**src/rtl/encoder_arb_ctrl.sv**
```systemverilog
`timescale 1ns/1ps
// encoder_arb_ctrl: round-robin arbiter that feeds one shared nibble encoder
// from two requesters and returns the encoded result with a one-cycle ack.
// An optional 4-digit multiplexed display scan is compiled in when the macro
// ENC_ARB_SCAN_EN is defined; otherwise the display outputs are tied off.
module encoder_arb_ctrl #(
    parameter int unsigned ENC_LAT  = 1,
    parameter int unsigned SCAN_DIV = 4
) (
    input  logic       clk,
    input  logic       rst_n,
    input  logic       req0_i,
    input  logic       req1_i,
    input  logic [3:0] data0_i,
    input  logic [3:0] data1_i,
    output logic       ack0_o,
    output logic       ack1_o,
    output logic [3:0] result_o,
    output logic       busy_o,
    output logic       enc_ready_o,
    output logic [3:0] enc_entrada_o,
    input  logic [3:0] enc_saida_i,
    input  logic [6:0] disp3_i,
    input  logic [6:0] disp2_i,
    input  logic [6:0] disp1_i,
    input  logic [6:0] disp0_i,
    output logic [6:0] seg_o,
    output logic [3:0] an_o
);

    localparam int unsigned NIB_W  = 4;
    localparam int unsigned SEG_W  = 7;
    localparam int unsigned DIG_N  = 4;
    localparam int unsigned IDX_W  = 2;
    localparam int unsigned LAT_W  = 4;
    localparam int unsigned SCAN_W = 8;

    typedef enum logic [1:0] {
        S_IDLE    = 2'd0,
        S_ISSUE   = 2'd1,
        S_WAIT    = 2'd2,
        S_CAPTURE = 2'd3
    } state_e;

    state_e             state_q;
    state_e             state_d;
    logic               last_grant_q;   // 1: requester 1 was granted most recently
    logic [LAT_W-1:0]   lat_cnt_q;
    logic [NIB_W-1:0]   enc_entrada_q;
    logic [NIB_W-1:0]   result_q;
    logic               ack0_q;
    logic               ack1_q;
    logic               busy_q;
    logic               enc_ready_q;
    logic               ack0_d;
    logic               ack1_d;
    logic               busy_d;
    logic               enc_ready_d;

    logic               any_req;
    logic               win1;
    logic               grant_edge;
    logic               lat_done;

    assign any_req    = req0_i || req1_i;
    // Requester 1 wins when alone, or on a tie when requester 0 was served last.
    assign win1       = req1_i && (!req0_i || !last_grant_q);
    assign grant_edge = (state_q == S_IDLE) && any_req;
    assign lat_done   = (lat_cnt_q == LAT_W'(ENC_LAT - 1));

    // State register.
    always_ff @(posedge clk or negedge rst_n) begin
        if (!rst_n) begin
            state_q <= S_IDLE;
        end else begin
            state_q <= state_d;
        end
    end

    // Next-state logic; arbitration only happens from IDLE.
    always_comb begin
        state_d = state_q;
        case (state_q)
            S_IDLE:    if (any_req) state_d = S_ISSUE;
            S_ISSUE:   state_d = S_WAIT;
            S_WAIT:    if (lat_done) state_d = S_CAPTURE;
            S_CAPTURE: state_d = S_IDLE;
            default:   state_d = S_IDLE;
        endcase
    end

    // Output decode from the upcoming state so registered outputs align with it.
    always_comb begin
        busy_d      = (state_d != S_IDLE);
        enc_ready_d = (state_d == S_ISSUE);
        ack0_d      = (state_d == S_CAPTURE) && !last_grant_q;
        ack1_d      = (state_d == S_CAPTURE) &&  last_grant_q;
    end

    // Output registers.
    always_ff @(posedge clk or negedge rst_n) begin
        if (!rst_n) begin
            busy_q      <= 1'b0;
            enc_ready_q <= 1'b0;
            ack0_q      <= 1'b0;
            ack1_q      <= 1'b0;
        end else begin
            busy_q      <= busy_d;
            enc_ready_q <= enc_ready_d;
            ack0_q      <= ack0_d;
            ack1_q      <= ack1_d;
        end
    end

    // Grant bookkeeping, encoder latency counter and result capture.
    always_ff @(posedge clk or negedge rst_n) begin
        if (!rst_n) begin
            last_grant_q  <= 1'b1;
            enc_entrada_q <= '0;
            lat_cnt_q     <= '0;
            result_q      <= '0;
        end else begin
            if (grant_edge) begin
                last_grant_q  <= win1;
                enc_entrada_q <= win1 ? data1_i : data0_i;
            end
            lat_cnt_q <= (state_q == S_WAIT) ? lat_cnt_q + LAT_W'(1) : '0;
            if ((state_q == S_WAIT) && lat_done) begin
                result_q <= enc_saida_i;
            end
        end
    end

    assign ack0_o        = ack0_q;
    assign ack1_o        = ack1_q;
    assign busy_o        = busy_q;
    assign enc_ready_o   = enc_ready_q;
    assign enc_entrada_o = enc_entrada_q;
    assign result_o      = result_q;

`ifdef ENC_ARB_SCAN_EN
    logic [SCAN_W-1:0] scan_cnt_q;
    logic [IDX_W-1:0]  digit_q;
    logic [SEG_W-1:0]  seg_q;
    logic [SEG_W-1:0]  seg_sel;
    logic [DIG_N-1:0]  an_q;
    logic              scan_wrap;

    assign scan_wrap = (scan_cnt_q == SCAN_W'(SCAN_DIV - 1));

    // Scan divider and digit index.
    always_ff @(posedge clk or negedge rst_n) begin
        if (!rst_n) begin
            scan_cnt_q <= '0;
            digit_q    <= '0;
        end else begin
            scan_cnt_q <= scan_wrap ? '0 : scan_cnt_q + SCAN_W'(1);
            if (scan_wrap) begin
                digit_q <= digit_q + IDX_W'(1);
            end
        end
    end

    // Segment pattern for the current digit.
    always_comb begin
        seg_sel = disp0_i;
        case (digit_q)
            2'd0:    seg_sel = disp0_i;
            2'd1:    seg_sel = disp1_i;
            2'd2:    seg_sel = disp2_i;
            2'd3:    seg_sel = disp3_i;
            default: seg_sel = disp0_i;
        endcase
    end

    // Registered digit enable (active-low one-hot) and segments.
    always_ff @(posedge clk or negedge rst_n) begin
        if (!rst_n) begin
            an_q  <= 4'b1110;
            seg_q <= 7'b1111111;
        end else begin
            an_q  <= ~(DIG_N'(1) << digit_q);
            seg_q <= seg_sel;
        end
    end

    assign an_o  = an_q;
    assign seg_o = seg_q;
`else
    logic unused_disp;
    assign unused_disp = ^{disp3_i, disp2_i, disp1_i, disp0_i};
    assign an_o  = 4'b1111;
    assign seg_o = 7'b1111111;
`endif

endmodule

```
**config.mk**
```make
export PLATFORM = sky130hd
export DESIGN_NAME = encoder_arb_ctrl
export DESIGN_NICKNAME = d
export VERILOG_FILES = /design/src/rtl/encoder_arb_ctrl.sv
export SDC_FILE = /design/constraint.sdc
export NUM_CORES = 1
export LEC_CHECK = 0
export ABC_AREA = 1
export CORE_MARGIN = 2
export CORE_UTILIZATION = 37
export DETAILED_ROUTE_END_ITERATION = 7
export PLACE_DENSITY_LB_ADDON = 0.15
export REMOVE_ABC_BUFFERS = 1
export SETUP_SLACK_MARGIN = 0.15
export SLEW_MARGIN = 10
export SYNTH_ARGS = -nofsm -noshare
export SYNTH_HDL_FRONTEND = slang
export SYNTH_SLANG_ARGS = --single-unit
```
**constraint.sdc**
```tcl
create_clock -name clk -period 2.4 [get_ports clk]
set_input_delay 0.24 -clock clk [delete_from_list [all_inputs] [get_ports clk]]
set_output_delay 0.24 -clock clk [all_outputs]
set_load 0.02 [all_outputs]
```
After elaboration in Yosys (flattened, before gate mapping)
Cells that the tools add are included.
{"block": "word_totals", "reg_bits": 19, "inputBits": 44, "out_inout_bits": 23, "wordCells": 32}
{"block": "classes", "addsub": 1, "eq_ne": 5, "n_mux": 5, "reduce_logical": 12}
{"operator": "2-to-1 mux 4 bit", "count": 2}
{"operator": "one-hot mux 2 bit (4 select lines)", "count": 1}
{"operator": "equality test 2 bit, second input constant", "count": 3}
{"operator": "logical AND 1 bit", "count": 5}
{"operator": "adder 4 x 1 -> 4 bit, second input constant", "count": 1}
{"operator": "equality test 2 x 1 -> 1 bit, second input constant", "count": 2}
{"operator": "logical NOT 4 bit", "count": 1}
{"operator": "2-to-1 mux 2 bit", "count": 2}
{"operator": "logical NOT 1 bit", "count": 2}
{"operator": "logical NOT 2 bit", "count": 1}
{"operator": "logical OR 1 bit", "count": 2}
{"operator": "nonzero test 2 bit", "count": 1}

Depth between registers and ports, before layout
{"block": "depth", "word_depth": 5, "mapped_depth": 8, "mapped_depth_nobuf": 8}

Least setup slack after synthesis
OpenSTA, ideal clock, no wires.
{"block": "synth_path", "path_kind": "flip-flop to flip-flop", "startpoint": "register state_q[0]", "endpoint": "register ack0_q, in the netlist ack0_o", "setup_time_ns": 0.071, "arrival_time_ns": 1.129, "required_ns": 2.329, "slack_ns": 1.200, "path_stages_with_launch": 9, "path_buffers": 0, "period_less_slack_ns": 1.200, "cell_sequence": "dfrtp_1 -> inv_1 -> ha_1 -> inv_2 -> nor2_4 -> nand2_4 -> nand2_4 -> nand3_2 -> nor2_1"}
{"block": "synth_between", "elab_chain_cells": 4, "word_cells_on_any_way": 9, "cone_classes": "eq/ne: 4; mux: 3; reduce/logical: 2"}
{"element": "start, declared", "line_no": "45", "text": "state_e state_q;"}
{"element": "start signal, assigned", "line_no": "76", "text": "state_q <= state_d;"}
{"element": "equality test 2 bit (tied with other cells)", "line_no": "83", "text": "case (state_q)"}
{"element": "one-hot mux 2 bit (4 select lines) *", "line_no": "83"}
{"element": "equality test 2 bit *", "line_no": "96", "text": "ack0_d = (state_d == S_CAPTURE) && !last_grant_q;"}
{"element": "logical AND 1 bit *", "line_no": "96"}
{"element": "via ack0_d", "line_no": "55", "text": "logic ack0_d;"}
{"element": "end signal, assigned", "line_no": "110", "text": "ack0_q <= ack0_d;"}
{"element": "end, declared", "line_no": "51", "text": "logic ack0_q;"}
Mark *: on every way through the listed nets, which the timed path passes. The rest lies on a longest branch.
A chain may end at the register's enable or synchronous reset.

Worst setup path after layout
{"block": "layout_path", "startpoint": "register enc_entrada_q[3], in the netlist enc_entrada_o[3]", "endpoint": "output enc_entrada_o[3]"}
{"element": "start, declared", "line_no": "49", "text": "logic [NIB_W-1:0] enc_entrada_q;"}
{"element": "start signal, assigned", "line_no": "125", "text": "enc_entrada_q <= win1 ? data1_i : data0_i;"}
{"element": "end, declared", "line_no": "21", "text": "output logic [3:0] enc_entrada_o,"}
No word-level cell between the ends.

==> results.tsv <==
stage	metric	value	unit
global_routing	largest net degree at the start of global routing	20	
sta	minimum clock period	1.50	ns
sta	Slew Viols, Final	0	
clock_tree	Hold-fix buffers, CTS	0	
global_routing	Tot GR Track Use	12.5	%
setup_path	worst path buffer plus inverter count	1	
cells_and_area	finished layout cell area	1270	sq um
sta	final count of hold timing violations	0	
power_and_ir_drop	Peak VDD IR	0.689	mV
cells_and_area	Fillers	256	
power_and_ir_drop	power per cell area	1170	nW/um^2
drt	post-DR wirelength/cell	9.76	um
sta	clock skew	0.0127	ns
clock_tree	clk_lat worst skew	0.30	ns
setup_path	worst-path cell chain	clkdlybuf4s50_1	
logic_synthesis	Avg Synthesized Cell Area	8.88	sq um
setup_path	crit end category	output port	
setup_path	crit path DAT	1.26	ns
clock_tree	Post-CTS Setup Bufs	0	
die	starting density of the core	39.1	%
logic_synthesis	Synth Cell Area	968	sq um
global_routing	vias in the first global route	619	
die	DIE WIDTH	55.2	um
drt	Remaining DRCs	0	
sta	WHS	0.266	ns
drt	via count	706	
cells_and_area	nets@finish	190	
sta	Final setup viols	0	
setup_path	worst reg2reg path depth	8	
power_and_ir_drop	sequential power share	35.6	%
global_routing	Overflow after GRT	0	
placement	Cells after DPL	166	
global_routing	global-route wire length before repair	2600	um
global_routing	initial antenna violation count	0	
drt	drt total wl	1660	um
logic_synthesis	Yosys cell types	20	
logic_synthesis	Yosys warning total	0	
logic_synthesis	Mapped Cells	109	
die	total die area	3040	sq um
placement	dpl cell area	1240	sq um
min_path	worst hold path class	input port to asynchronous set/reset pin	
clock_tree	CTS sink cnt	19	
setup_path	slowest CP cell	clkdlybuf4s50_1	
placement	port buffer count	27	
power_and_ir_drop	Leakage Power	0.649	nW
setup_path	reg2reg setup slack	1.07	ns
clock_tree	TritonCTS buffer count	3	
drt	Vias/cell	4.15	
drt	1st-iter DRT viols	14	
setup_path	type of origin of the critical path	flop	
die	Die H	55.2	um
drt	DR pass1 iterations	4	
clock_tree	H-tree levels	1	
power_and_ir_drop	switching share of power	42.2	%
power_and_ir_drop	Psw	626	uW
cells_and_area	Seq. cell area	477	sq um
cells_and_area	ANT cells	0	
cells_and_area	multi-input logic area	387	sq um
clock_tree	clock root cell	clkbuf_4	
clock_tree	CTS tree	yes	
setup_path	Worst path top cell family by delay	buffers and inverters	
sta	RSZ-0062 raised after global routing	no	
placement	Placer Congestion	0.675	
cells_and_area	Finished Layout Cells	170	
power_and_ir_drop	Clk pwr share	10.5	%
sta	PnR worst setup slack	0.899	ns
die	io pins	67	
sta	fin crit share	62.6	%
setup_path	Setup crit start	enc_entrada_o[3]	
cells_and_area	layout cells sized above 1	10.7	%
drt	Final ANT Viol Nets	0	
die	Core Region	2480	sq um
setup_path	Critical Setup Path Class	flop to output port	
sta	Max Fclk	0.666	GHz
sta	setup tns final	0	ns
clock_tree	deepest clock path buffer count	2	
die	# rows	18	
cells_and_area	area grow syn2layout	30.7	%
setup_path	largest stage delay on the critical path	0.60	ns
power_and_ir_drop	Gate power share	53.9	%
power_and_ir_drop	P_int	856	uW
clock_tree	CTS resizes	0	
clock_tree	clock transition at the registers of the reported paths	0.11	ns
placement	pre-CTS setup slack	0.969	ns
logic_synthesis	post-synthesis sequential area ratio	49.2	%
logic_synthesis	post-synthesis sequential element count	19	
placement	dpl hpwl	1320	um
setup_path	crit-path max FO	2	
outcome	outcome	finished clean	
job	max_cap viols	0	
setup_path	Crit Reg-Reg Endpoint	ack1_o	
setup_path	r2r startpoint	state_q[0]	
setup_path	Worst EP required	2.16	ns
## area by class of cell
class                   count  area share [%]
clock buffers               3            1.78
clock inverters             1           0.395
inverters                  16            4.74
multi-input cells          73            30.5
flip-flops and latches     19            37.6
well taps                  30            2.96
repair buffers             28            21.9
## state kept, by name, indices dropped and copies added (netlist names)
name and flops:
enc_entrada_o 4, busy_o 1, lat_cnt_q 4, state_q 2
result_o 4, enc_ready_o 1, ack1_o 1, ack0_o 1
last_grant_q 1
## logic make-up (layout without fill, tap and decap cells)
group	after synthesis	in the layout	share of synthesized area (%)
flip-flops	19	19	49.2
AO/OA/AOI/OAI	6	6	3.10
other	1	11	0.387
AND/OR/NAND/NOR	49	49	24.3
buffers and inverters	27	48	14.7
adder cells (fa/ha/maj)	5	5	6.46
XOR/XNOR	2	2	1.81
## routing by layer
| metal | share of wire, % | global-route usage (%) | vias to the layer above | wire (um) |
|---|---|---|---|---|
| met1 | 44 | 15.7 | 313 | 723 |
| met4 | 0.90 | 3.66 | 0 | 15 |
| met3 | 8.6 | 5.91 | 2 | 143 |
| met5 | 0 | 0 | - | 0 |
| li1 | - | - | 369 | - |
| met2 | 47 | 19.2 | 22 | 778 |
## how the worst max path moves through the flow
stage,endpoint,depth (start not counted)
2_1_floorplan,ack0_o,8
3_3_place_gp,enc_entrada_o[3],6
3_5_place_dp,enc_entrada_o[3],6
4_1_cts,enc_entrada_o[3],1
5_1_grt,enc_entrada_o[1],1
6_report,enc_entrada_o[3],1
## power by group through the flow
stage	clock network, mW	registers [mW]	logic, mW
floorplan	0	0.646	0.401
global placement	0	0.531	0.800
detailed placement	0	0.536	0.811
CTS	0.166	0.529	0.814
global route	0.182	0.543	0.901
finish	0.156	0.528	0.798
## synth_stat cells
master	n	area share, %
nand2_1	24	9.3
dfrtp_1	18	47
inv_1	15	5.8
buf_4	11	8.5
nor2_1	11	4.3
nand3_1	6	3.1
ha_1	5	6.5
o21ai_0	4	2.1
nand2_2	2	1.3
nand2_4	2	2.3
nor2_4	2	2.3
a21oi_1	1	0.52
conb_1	1	0.39
dfstp_2	1	2.7
inv_2	1	0.39
nand3_2	1	1.0
nor2_2	1	0.65
o21ai_1	1	0.52
xnor2_1	1	0.90
xor2_1	1	0.90
## per-stage QoR
stage                     util [%]  power (mW)
after floorplan                  -        1.05
after detailed placement      50.0        1.35
after CTS                     51.1        1.51
after global routing          51.1        1.63
after global placement        50.0        1.33
final                         51.1        1.48
## cell usage in the layout (no fill, tap or decap)
master	n
nand2_2	2
nand3_1	6
o21ai_0	4
nand2_1	24
dfrtp_1	18
xor2_1	1
xnor2_1	1
clkinv_2	1
o21ai_1	1
nand3_2	1
nand2_4	2
clkdlybuf4s50_1	27
ha_1	5
nor2_1	11
inv_1	15
nor2_4	2
a21oi_1	1
nor2_2	1
clkbuf_4	3
inv_2	1
conb_1	11
buf_4	1
dfstp_2	1
(Power assumes the default switching activity.)
==> patch 1: new RTL, same settings <==
The option `ENC_ARB_SCAN_EN` is turned on by a define.
--- a/src/rtl/encoder_arb_ctrl.sv
+++ b/src/rtl/encoder_arb_ctrl.sv
@@ -3,6 +3,8 @@
 // from two requesters and returns the encoded result with a one-cycle ack.
 // An optional 4-digit multiplexed display scan is compiled in when the macro
 // ENC_ARB_SCAN_EN is defined; otherwise the display outputs are tied off.
+`define ENC_ARB_SCAN_EN
+
 module encoder_arb_ctrl #(
     parameter int unsigned ENC_LAT  = 1,
     parameter int unsigned SCAN_DIV = 4
Check against the original RTL: not equivalent (Yosys sat finds a counterexample within 4 cycles, from zero or initial values and one cycle with rst_n low).
==> patch 1 against the original RTL <==
- sequential cell count rose by 21
- count of clock-buffer cells in the layout rose by 3
- sequential share of layout area barely moved
- non-clock buffer count rose by 38
- core utilization rose by 4.9 points
- first-iteration DRC count rose to 2.7 times the old value
- wire length rose by 120%
- power rose by 46%
- worst setup slack got worse by 150 ps
- sequential power rose by 69%
- worst hold slack got worse by 210 ps
- final area rose by 110%
- synthesized area rose by 94%
==> patch 1: results (changes against the original RTL) <==
- Outcome: completed
- Fin Clk Skew: 5.74 ps (-6.96 ps)
- Post-synth ARST share: 100% (unchanged)
- Mapped Cells: 214 (+96%)
- Max VDD drop: 0.301 mV (-56%)
- Worst-Margin Slew: about 860 ps
- Placed inst area: 0.00260 sq mm (+110%)
- Yosys cell types: 23 (+15%)
- CTS-repair resized insts: 0 (unchanged)
- Setup bufs post-CTS: 0 (unchanged)
- CP max FO: 1 (-1)
- Total CTS buffers: 5 (+2)
- Min-Delay Path Class: in -> async
- Largest net degree at the start of global routing: 41 (+110%)
- I/O Buffers: 66 (+140%)
- Routed WL per cell: 10.5 um (+7.7%)
- CTS Root Cell: clkbuf_8
- Worst EP arrival: 1410 ps (+150 ps)
- Switching Fraction: 34.0% (-8.2 points)
- Max reg flops: 8
- Antenna violations before repair: 0 (unchanged)
- Drt pass-1 iters: 4 (unchanged)
- Leakage: 1.30 nW (+100%)
- H-Tree Depth: 2 (+1)
- Most flops, register: scan_cnt_q
- Via count: 1543 (+120%)
- Final net count: 338 (+78%)
- Worst slack, placed: 980 ps (+11.3 ps)
- List of most frequent post-synthesis cells: nand2_1, inv_1, dfrtp_1
- Post-synth EDFFs: 0 (unchanged)
- Share of cells above drive strength 1: 10.2% (-0.50 points)
- Post-synthesis sequential area ratio: 54.0% (+4.7 points)
- Antenna Diode Count: 0 (unchanged)
- Slowest cell delay on critical path: around 610 ps
- Drt via density: 4.40 (+5.9%)
- Top cells by area, synth: dfrtp_1, dfstp_2, nand2_1
- Detailed placer's ending HPWL: 2.74 mm (+110%)
- CTS clk-pin slew, worst paths: 80 ps (-30 ps)
- Max clock buf depth: 2 (unchanged)
- Latest clock arrival within the worst-skew pair: roughly 290 ps
- Yosys warnings: 0 (unchanged)
- Slowest-stage cell, CP: clkdlybuf4s50_1
- GRT Util Overall: 14.9% (+2.3 points)
- Routability cong.: 0.703 (+4.2%)
- DRT iter0 DRCs: 38 (+24)
- First-pass GRT wire length: 6.37 mm (+140%)
- Family with the most delay on the worst path: buffers and inverters
-- patch 1: routing by layer --
layer  GRT usage, %  routed length [um]  vias up
met2           23.8                1730       56
met5              0                   0        -
met3           6.48                 344        2
li1               -                   -      792
met1           17.8                1600      693
met4           5.85                  22        0
-- patch 1: cell families (layout without fill, tap and decap cells) --
logic type               count (synthesis)  in the layout  synth area share, %
AO/OA/AOI/OAI                           22             22                 6.32
XOR/XNOR                                 5              5                 2.33
adder cells (fa/ha/maj)                 11             11                 7.32
buffers and inverters                   37            107                 7.45
flip-flops                              40             40                 54.0
AND/OR/NAND/NOR                         99             99                 22.6
-- patch 1: power by group through the flow --
stage | Combinational (mW) | Clock, mW | Sequential, mW
4_1_cts | 0.836 | 0.476 | 0.897
6_report | 0.818 | 0.454 | 0.894
2_1_floorplan | 0.358 | 0 | 1.03
5_1_grt | 0.933 | 0.506 | 0.919
3_3_place_gp | 0.822 | 0 | 0.905
3_5_place_dp | 0.832 | 0 | 0.909
-- patch 1: path summary, 6_finish.rpt --
path,start,slack (ps),depth (start not counted),endpoint
worst min register to register,result_o[2]$_DFFE_PN0P_,470,2,result_o[2]$_DFFE_PN0P_
min in group clk,result_o[2]$_DFFE_PN0P_,470,2,result_o[2]$_DFFE_PN0P_
max in group asynchronous,rst_n,1810,1,enc_ready_o$_DFF_PN0_
worst min-delay path,rst_n,60,1,ack0_o$_DFF_PN0_
worst max-delay path,seg_o[3]$_DFF_PN1_,750,1,seg_o[3]
worst max register to register,digit_q[1]$_DFFE_PN0N_,1070,5,seg_o[3]$_DFF_PN1_
-- patch 1: final cells by class --
type / instances / area [sq um]
tap: 67 / 83.8
clock buffer: 6 / 82.6
inverter: 33 / 124
fill: 482 / 2120
multi-input combinational: 137 / 726
sequential: 40 / 1010
clock inverter: 2 / 10.0
timing repair buffer: 66 / 656
==> patch 2: new RTL, same flow settings <==
Without the edit above. The 4 states of `state_e` get a one-hot encoding in 4 bits.
--- a/src/rtl/encoder_arb_ctrl.sv
+++ b/src/rtl/encoder_arb_ctrl.sv
@@ -35,11 +35,11 @@
     localparam int unsigned LAT_W  = 4;
     localparam int unsigned SCAN_W = 8;
 
-    typedef enum logic [1:0] {
-        S_IDLE    = 2'd0,
-        S_ISSUE   = 2'd1,
-        S_WAIT    = 2'd2,
-        S_CAPTURE = 2'd3
+    typedef enum logic [3:0] {
+        S_IDLE    = 4'b0001,
+        S_ISSUE   = 4'b0010,
+        S_WAIT    = 4'b0100,
+        S_CAPTURE = 4'b1000
     } state_e;
 
     state_e             state_q;
Function: no difference found for any inputs over 10 cycles, from zero or initial values and one cycle with rst_n low; not proved beyond that.
==> patch 2 against the original RTL <==
- final cell count is 7.6% higher
- final area is 7.8% higher
- wire length rose by 8.6%
- first-iteration DRC count is 64% lower
- power fell by 6.9%
- synthesized area is 9.8% higher
- sequential cell count up 2
- worst setup slack worse by 19 ps
- critical endpoint is now enc_entrada_o[2]
- largest cell class unchanged
- highest routed layer unchanged
==> patch 2: results (changes against the original RTL) <==
- Reg2Reg Depth: 7 (-1)
- Placed inst area: 0.00134 sq mm (+7.8%)
- RR Endpoint: result_o[1]$_DFFE_PN0P_
- Crit path to: enc_entrada_o[2]
- Met2 WL: 885 um (+14%)
- Worst hold slack: 252 ps (-13.8 ps)
- Avg Inst Size Synth: 8.79 sq um (-1.1%)
- FF-to-FF Start: lat_cnt_q[0]$_DFF_PN0_
- Top cells by area, synth: dfrtp_1, nand2_1, buf_4
- WL met1: 782 um (+8.2%)
- Met1 Use GR: 15.5% (-0.20 points)
- Detailed placer's ending HPWL: 1.44 mm (+8.5%)
- Routed WL per cell: 9.85 um (+0.90%)
- Post-synthesis sequential area ratio: 49.6% (+0.42 points)
- Drt via density: 4.28 (+3.2%)
- Placed Instances: 179 (+7.8%)
- Fillers: 254 (-0.78%)
- Routability cong.: 0.716 (+6.0%)
- Leakage: 0.698 nW (+7.6%)
- Synth Area in XOR/XNOR: 0.824% (-0.99 points)
- Yosys cell types: 18 (-10%)
- Worst slack, placed: 1020 ps (+46.9 ps)
- Largest net degree at the start of global routing: 22 (+10%)
- List of most frequent post-synthesis cells: nand2_1, dfrtp_1, buf_4, nand3_1
- Outcome: completed
- Met3 wire len: 119 um (-17%)
-- patch 2: changes by cell type in the layout (fill, tap and decap cells not counted), sizes merged, moves of 2 or more --
cell,change
nor2,+2
inv,-4
o21ai,-4
ha,-3
nand3,+4
nand2,+16
-- patch 2: final cells by class --
type	count	area (sq um)	area share, %
inverter	12	45.0	3.30
clock buffer	3	22.5	1.65
timing repair buffer	28	278	20.3
multi-input combinational	87	445	32.6
tap	31	38.8	2.84
clock inverter	1	7.51	0.550
sequential	21	528	38.7
-- patch 2: power groups by stage --
stage / logic (mW) / registers (mW) / clock network, mW
after floorplan: 0.299 / 0.660 / 0
after global placement: 0.653 / 0.559 / 0
after detailed placement: 0.660 / 0.563 / 0
after CTS: 0.663 / 0.556 / 0.187
after global routing: 0.717 / 0.570 / 0.201
final: 0.650 / 0.554 / 0.176
